[src/rtl/blink_tick_gen_pkg.sv]
`timescale 1ns/1ps
// Shared definitions for the blink tick generator: rate encodings,
// debounce FSM states and the rate-to-period mapping.
package blink_tick_gen_pkg;

  typedef enum logic [1:0] {
    RATE_1HZ    = 2'd0,
    RATE_2HZ    = 2'd1,
    RATE_4HZ    = 2'd2,
    RATE_HALFHZ = 2'd3
  } rate_e;

  typedef enum logic [1:0] {
    RELEASED     = 2'd0,
    PRESS_WAIT   = 2'd1,
    PRESSED      = 2'd2,
    RELEASE_WAIT = 2'd3
  } db_state_e;

  localparam logic [1:0] RATE_STEP = 2'd1;

  // Blink period in clock cycles for a given rate index.
  function automatic int unsigned period_cycles(input rate_e rate, input int unsigned clk_freq);
    case (rate)
      RATE_2HZ:    return clk_freq / 2;
      RATE_4HZ:    return clk_freq / 4;
      RATE_HALFHZ: return 2 * clk_freq;
      default:     return clk_freq;
    endcase
  endfunction

endpackage

[src/rtl/blink_tick_gen_btn_debounce.sv]
`timescale 1ns/1ps
// Push-button front end: 2-flop synchronizer followed by a press/release
// debounce FSM. press_set_o is the combinational "press accepted this cycle"
// strobe; btn_press_o is its registered one-cycle pulse.
module btn_debounce
  import blink_tick_gen_pkg::*;
#(
  parameter int unsigned DB_CYCLES = 1_000_000
) (
  input  logic clk_i,
  input  logic rst_i,
  input  logic nbtn_i,
  output logic press_set_o,
  output logic btn_press_o
);

  localparam int unsigned DB_W = (DB_CYCLES > 1) ? $clog2(DB_CYCLES) : 1;
  localparam logic [DB_W-1:0] DB_LAST = DB_W'(DB_CYCLES - 1);

  logic            sync1_q, sync2_q;
  db_state_e       state_q, state_d;
  logic [DB_W-1:0] cnt_q, cnt_d;
  logic            btn_press_q;

  // Bring the asynchronous, active-low button into the clock domain (idle high).
  always_ff @(posedge clk_i) begin
    if (rst_i) begin
      sync1_q <= 1'b1;
      sync2_q <= 1'b1;
    end else begin
      sync1_q <= nbtn_i;
      sync2_q <= sync1_q;
    end
  end

  // FSM state, stable-time counter and registered press pulse.
  always_ff @(posedge clk_i) begin
    if (rst_i) begin
      state_q     <= RELEASED;
      cnt_q       <= '0;
      btn_press_q <= 1'b0;
    end else begin
      state_q     <= state_d;
      cnt_q       <= cnt_d;
      btn_press_q <= press_set_o;
    end
  end

  // Next-state logic: a level must hold for DB_CYCLES samples to be accepted.
  always_comb begin
    state_d     = state_q;
    cnt_d       = cnt_q;
    press_set_o = 1'b0;
    case (state_q)
      RELEASED: begin
        if (!sync2_q) begin
          state_d = PRESS_WAIT;
          cnt_d   = '0;
        end
      end
      PRESS_WAIT: begin
        if (sync2_q) begin
          state_d = RELEASED;
        end else if (cnt_q == DB_LAST) begin
          state_d     = PRESSED;
          press_set_o = 1'b1;
        end else begin
          cnt_d = cnt_q + DB_W'(1);
        end
      end
      PRESSED: begin
        if (sync2_q) begin
          state_d = RELEASE_WAIT;
          cnt_d   = '0;
        end
      end
      RELEASE_WAIT: begin
        if (!sync2_q) begin
          state_d = PRESSED;
        end else if (cnt_q == DB_LAST) begin
          state_d = RELEASED;
        end else begin
          cnt_d = cnt_q + DB_W'(1);
        end
      end
      default: state_d = RELEASED;
    endcase
  end

  assign btn_press_o = btn_press_q;

endmodule

[src/rtl/blink_tick_gen.sv]
`timescale 1ns/1ps
// Blink tick generator: a debounced button steps through four blink rates,
// and a period counter emits a one-cycle transition pulse per blink period.
module blink_tick_gen
  import blink_tick_gen_pkg::*;
#(
  parameter int unsigned CLK_FREQ  = 50_000_000,
  parameter int unsigned DB_CYCLES = 1_000_000
) (
  input  logic       CLK,
  input  logic       RST,
  input  logic       nBTN,
  input  logic       run_en,
  output logic       transition,
  output logic [1:0] rate_sel,
  output logic       btn_press
);

  localparam int unsigned CNT_W = $clog2(2 * CLK_FREQ);

  localparam logic [CNT_W-1:0] TC_1HZ    = CNT_W'(period_cycles(RATE_1HZ,    CLK_FREQ) - 1);
  localparam logic [CNT_W-1:0] TC_2HZ    = CNT_W'(period_cycles(RATE_2HZ,    CLK_FREQ) - 1);
  localparam logic [CNT_W-1:0] TC_4HZ    = CNT_W'(period_cycles(RATE_4HZ,    CLK_FREQ) - 1);
  localparam logic [CNT_W-1:0] TC_HALFHZ = CNT_W'(period_cycles(RATE_HALFHZ, CLK_FREQ) - 1);

  logic             press_set;
  rate_e            rate_q, rate_d;
  logic [CNT_W-1:0] cnt_q, cnt_d;
  logic [CNT_W-1:0] tc;
  logic             at_tc;

  btn_debounce #(
    .DB_CYCLES (DB_CYCLES)
  ) u_btn_debounce (
    .clk_i       (CLK),
    .rst_i       (RST),
    .nbtn_i      (nBTN),
    .press_set_o (press_set),
    .btn_press_o (btn_press)
  );

  // Terminal count of the period counter for the active rate.
  always_comb begin
    case (rate_q)
      RATE_2HZ:    tc = TC_2HZ;
      RATE_4HZ:    tc = TC_4HZ;
      RATE_HALFHZ: tc = TC_HALFHZ;
      default:     tc = TC_1HZ;
    endcase
  end

  // Rate stepping and period counting; a rate change restarts the period and
  // takes priority over a coincident terminal count.
  always_comb begin
    at_tc      = (cnt_q == tc);
    rate_d     = rate_q;
    cnt_d      = cnt_q;
    transition = run_en && at_tc && !press_set && !RST;
    if (press_set) begin
      rate_d = rate_e'(rate_q + RATE_STEP);
      cnt_d  = '0;
    end else if (run_en) begin
      cnt_d = at_tc ? '0 : cnt_q + CNT_W'(1);
    end
  end

  // Rate register and period counter.
  always_ff @(posedge CLK) begin
    if (RST) begin
      rate_q <= RATE_1HZ;
      cnt_q  <= '0;
    end else begin
      rate_q <= rate_d;
      cnt_q  <= cnt_d;
    end
  end

  assign rate_sel = rate_q;

endmodule

[config.mk]
export PLATFORM = sky130hd
export DESIGN_NAME = blink_tick_gen
export DESIGN_NICKNAME = d
export VERILOG_FILES = /design/src/rtl/blink_tick_gen_pkg.sv /design/src/rtl/blink_tick_gen_btn_debounce.sv /design/src/rtl/blink_tick_gen.sv
export SDC_FILE = /design/constraint.sdc
export NUM_CORES = 1
export LEC_CHECK = 0
export BUFFER_PORTS_ARGS = -buffer_cell sky130_fd_sc_hd__buf_4
export CORE_MARGIN = 5
export CORE_UTILIZATION = 60
export DETAILED_ROUTE_END_ITERATION = 6
export PLACE_DENSITY = 0.87
export SYNTH_ARGS = -nofsm -noshare
export SYNTH_HDL_FRONTEND = slang
export SYNTH_SLANG_ARGS = --single-unit
[constraint.sdc]
create_clock -name CLK -period 2.8 [get_ports CLK]
set_clock_uncertainty 0.15 [all_clocks]
set_input_delay 0.14 -clock CLK [delete_from_list [all_inputs] [get_ports CLK]]
set_output_delay 0.14 -clock CLK [all_outputs]
set_load 0.01 [all_outputs]
==> flow_metrics.env <==
export IMPL_outcome="completed"
export IMPL_detail_route_wl_per_cell_um=15.43
export IMPL_tritoncts="yes"
export IMPL_design_die_area_um2=6260
export IMPL_final_hold_viol_count=0
export IMPL_period_utilisation_layout_pct=99.97
export IMPL_maxSlewHeadroom_pct=55.18
export IMPL_wire_length_of_the_first_global_routing_pass_um=10380
export IMPL_crit_path_max_fanout=5
export IMPL_finish_net_count=370
export IMPL_dr_wl_met3_um=394
export IMPL_cts_max_level=2
export IMPL_power_ir_vdd_worst_v=0.0002987
export IMPL_critPathKind="reg -> out"
export IMPL_coreArea_um2=4692
export IMPL_yosys_area_share_simple_pct=29.29
export IMPL_area_growth_pct=13.14
export IMPL_timing_hold_worst_start="u_btn_debounce.sync1_q$_SDFF_PP1_"
export IMPL_dpl_hpwl_um=4327
export IMPL_rows=25
export IMPL_timing_reg2reg_worst_path_depth=8
export IMPL_grt_antenna_before_repair=0
export IMPL_routed_wl_met2_um=2934
export IMPL_grt_pass1_vias=2284
export IMPL_r2r_end="cnt_q[22]$_SDFFE_PP0P_"
export IMPL_holdPathStages=1
export IMPL_avgViaCountPerCell=6.117
export IMPL_synth_top_cells_by_area="sky130_fd_sc_hd__dfxtp_1 (38%), sky130_fd_sc_hd__xnor2_1 (9.2%), sky130_fd_sc_hd__nor2_1 (6.5%)"
export IMPL_num_io_pins=8
export IMPL_minimum_period_implied_by_the_final_worst_setup_slack_ns=2.799
export IMPL_clock_latency_of_the_later_clocked_register_in_the_worst_skew_pair_ns=0.30
export IMPL_floorplan_initialDensity_pct=61.09
export IMPL_synth_adder_area_share_pct=3.492
export IMPL_grt_usage_pct=20.43
export IMPL_maxCapViolations=0
export IMPL_timing_final_max_slew_violations=0
export IMPL_die_x_um=79.12
export IMPL_synth_top_cell_area_share_pct=37.71
export IMPL_placement_io_buffers=7
export IMPL_rrSetupSlack_ns=0.21
export IMPL_grt_setup_unrepaired="yes"
export IMPL_yosysTopAreaCell="sky130_fd_sc_hd__dfxtp_1"
export IMPL_critical_path_startpoint_category="flop"
export IMPL_synth_yosys_warnings=0
export IMPL_max_slew_worst_pin_slew_ns=0.6678
export IMPL_layout_drive_gt1_share_pct=14.53
export IMPL_post_synthesis_sequential_area_ratio_pct=37.71
export IMPL_worst_hold_path_endpoint="u_btn_debounce.sync2_q$_SDFF_PP1_"
export IMPL_p_total_mw=1.232
export IMPL_post_synth_cell_area_avg_um2=8.557
export IMPL_overflow=0
export IMPL_mappedNetlistNets=347
export IMPL_m1WireLength_um=2896
export IMPL_clock_tree_buf_depth=2
export IMPL_synthCells=335
export IMPL_end_kind="output pin"
export IMPL_fill_cells=332
export IMPL_synth_top_cells_by_count="sky130_fd_sc_hd__dfxtp_1 (54), sky130_fd_sc_hd__nor2_1 (50), sky130_fd_sc_hd__xnor2_1 (30)"
export IMPL_dominantRegCellSynth="sky130_fd_sc_hd__dfxtp_1"
export IMPL_hold_ws_ns=0.2850
export IMPL_async_sr_flop_fraction_pct=0
export IMPL_synth_top_family_by_area="simple AND/OR/NAND/NOR gates"
export IMPL_synth_cell_type_count=50
export IMPL_final_setup_viol_count=0
export IMPL_synth_edff_count=0
export IMPL_cts_inserted_buffers=5
export IMPL_root_buffer="sky130_fd_sc_hd__clkbuf_8"
export IMPL_detail_route_wirelength_um=6356
export IMPL_worst_endpoint_arrival_ns=2.51
export IMPL_detail_route_iter0_violations=221
export IMPL_maxClockFrequency_ghz=0.3572
export IMPL_cts_reportedPaths_clkPinSlew_ns=0.09
export IMPL_detail_route_drc_violations=0
export IMPL_r2r_start="rate_sel[1]$_SDFFE_PP0P_"
export IMPL_vias=2520
export IMPL_routabilityCongestion=0.8280
export IMPL_die_h_um=79.12
export IMPL_topRoutingLayerUsed="met4"
export IMPL_post_synth_instance_area_um2=2866
export IMPL_grt_max_degree=16
export IMPL_num_antenna_cells=0
export IMPL_yosys_register_bits=54
export IMPL_worst_ep_required_time_ns=2.51
export IMPL_synthXorXnorAreaFrac_pct=12.83
export IMPL_power_static_leakage_nw=1.053
export IMPL_drt_pre_antenna_iters=4
export IMPL_hp_class="reg -> reg"
export IMPL_synth_most_common_cell="sky130_fd_sc_hd__dfxtp_1"
export IMPL_clock_sinks=54
export IMPL_muxShareOfSynthArea_pct=1.048
export IMPL_postRouteAntennaNets=0
export IMPL_synth_compound_area_share_pct=11.74
export IMPL_power_density_over_cell_area_nw_per_um2=379.7
==> cell families (layout without fill, tap and decap cells) <==
kind of cell,count (synthesis),after routing
fa+ha+maj,8,8
compound gates,47,47
flops,54,54
buf+inv,25,48
mux,3,3
xor+xnor,42,42
simple gates,156,156
==> metal layers <==
metal / track usage (%) / vias up
met3: 3.968 / 11
li1: - / 1241
met2: 31.48 / 70
met5: 0 / -
met1: 28.53 / 1198
met4: 6.873 / 0
==> metrics by stage <==
stage                     setup WS (ns)  TNS, ns  std cells  util [%]  instance area [um2]
after detailed placement         0.1465        0        395     64.35                 3019
after floorplan                  0.2322        0        335         -                 2867
final                         0.0007092        0        412     69.12                 3243
after global placement           0.2391        0        395     64.35                 3019
after global routing            -0.1066  -0.1066        412     69.12                 3243
after CTS                       0.02382        0        406     67.23                 3154
==> timing repair <==
action                     CTS  global route
hold endpoints to repair    10             0
gates cloned                 0             0
buffers inserted             0             6
setup endpoints to repair    1             1
pin swaps                    2             8
gates resized for setup      5            10
hold buffers                 4             0
==> flip-flops by register name (all words and copies together) (netlist names), named ones only <==
signal and count:
u_btn_debounce.btn_press_o 1, u_btn_debounce.sync1_q 1, u_btn_debounce.state_q 1, u_btn_debounce.sync2_q 1, u_btn_debounce.cnt_q 20, cnt_q 27, rate_sel 2
==> cells in the final DEF, fill, tap and decap left out, types with 11 or more instances in the layout <==
master,netlist,routed
sky130_fd_sc_hd__nor4_1,13,11
sky130_fd_sc_hd__buf_4,0,22
sky130_fd_sc_hd__nand3_1,11,11
sky130_fd_sc_hd__nand2_1,23,23
sky130_fd_sc_hd__nor2_1,50,50
sky130_fd_sc_hd__a21oi_1,15,15
sky130_fd_sc_hd__nand4_1,11,11
sky130_fd_sc_hd__xnor2_1,30,29
sky130_fd_sc_hd__xor2_1,12,12
sky130_fd_sc_hd__dfxtp_1,54,52
sky130_fd_sc_hd__inv_1,13,11
==> cell type report <==
| type | count | area, um2 | area share (%) |
|---|---|---|---|
| well taps | 54 | 67.56 | 2.083 |
| inverters | 13 | 48.80 | 1.505 |
| repair buffers | 28 | 236.5 | 7.292 |
| clock inverters | 2 | 10.01 | 0.3086 |
| multi-input cells | 256 | 1725 | 53.20 |
| clock buffers | 5 | 68.82 | 2.122 |
| flip-flops and latches | 54 | 1086 | 33.49 |
==> where the power goes <==
group          internal (mW)  total, mW  switching (mW)
sequential             0.771      0.775         0.00455
clock                  0.169      0.409           0.240
combinational         0.0217     0.0472          0.0256
total                  0.961       1.23           0.271
==> worst max-delay path, cell delays in order (launching register included) <==
cell                       delay [ns]
sky130_fd_sc_hd__dfxtp_4         0.40
sky130_fd_sc_hd__inv_2           0.07
sky130_fd_sc_hd__ha_1            0.34
sky130_fd_sc_hd__or3b_2          0.45
sky130_fd_sc_hd__a222oi_1        0.33
sky130_fd_sc_hd__nand4_1         0.18
sky130_fd_sc_hd__nor4_2          0.27
sky130_fd_sc_hd__buf_4           0.17
==> worst max-delay path by stage <==
stage / depth (start not counted) / endpoint / slack, ns / start
finish: 7 / transition / 0.0007 / rate_sel[1]$_SDFFE_PP0P_
global route: 8 / transition / -0.11 / rate_sel[1]$_SDFFE_PP0P_
CTS: 8 / transition / 0.02 / rate_sel[0]$_SDFFE_PP0P_
detailed placement: 8 / transition / 0.15 / rate_sel[1]$_SDFFE_PP0P_
global placement: 8 / transition / 0.24 / rate_sel[1]$_SDFFE_PP0P_
floorplan: 7 / transition / 0.23 / rate_sel[1]$_SDFFE_PP0P_
(Power assumes the default switching activity.)
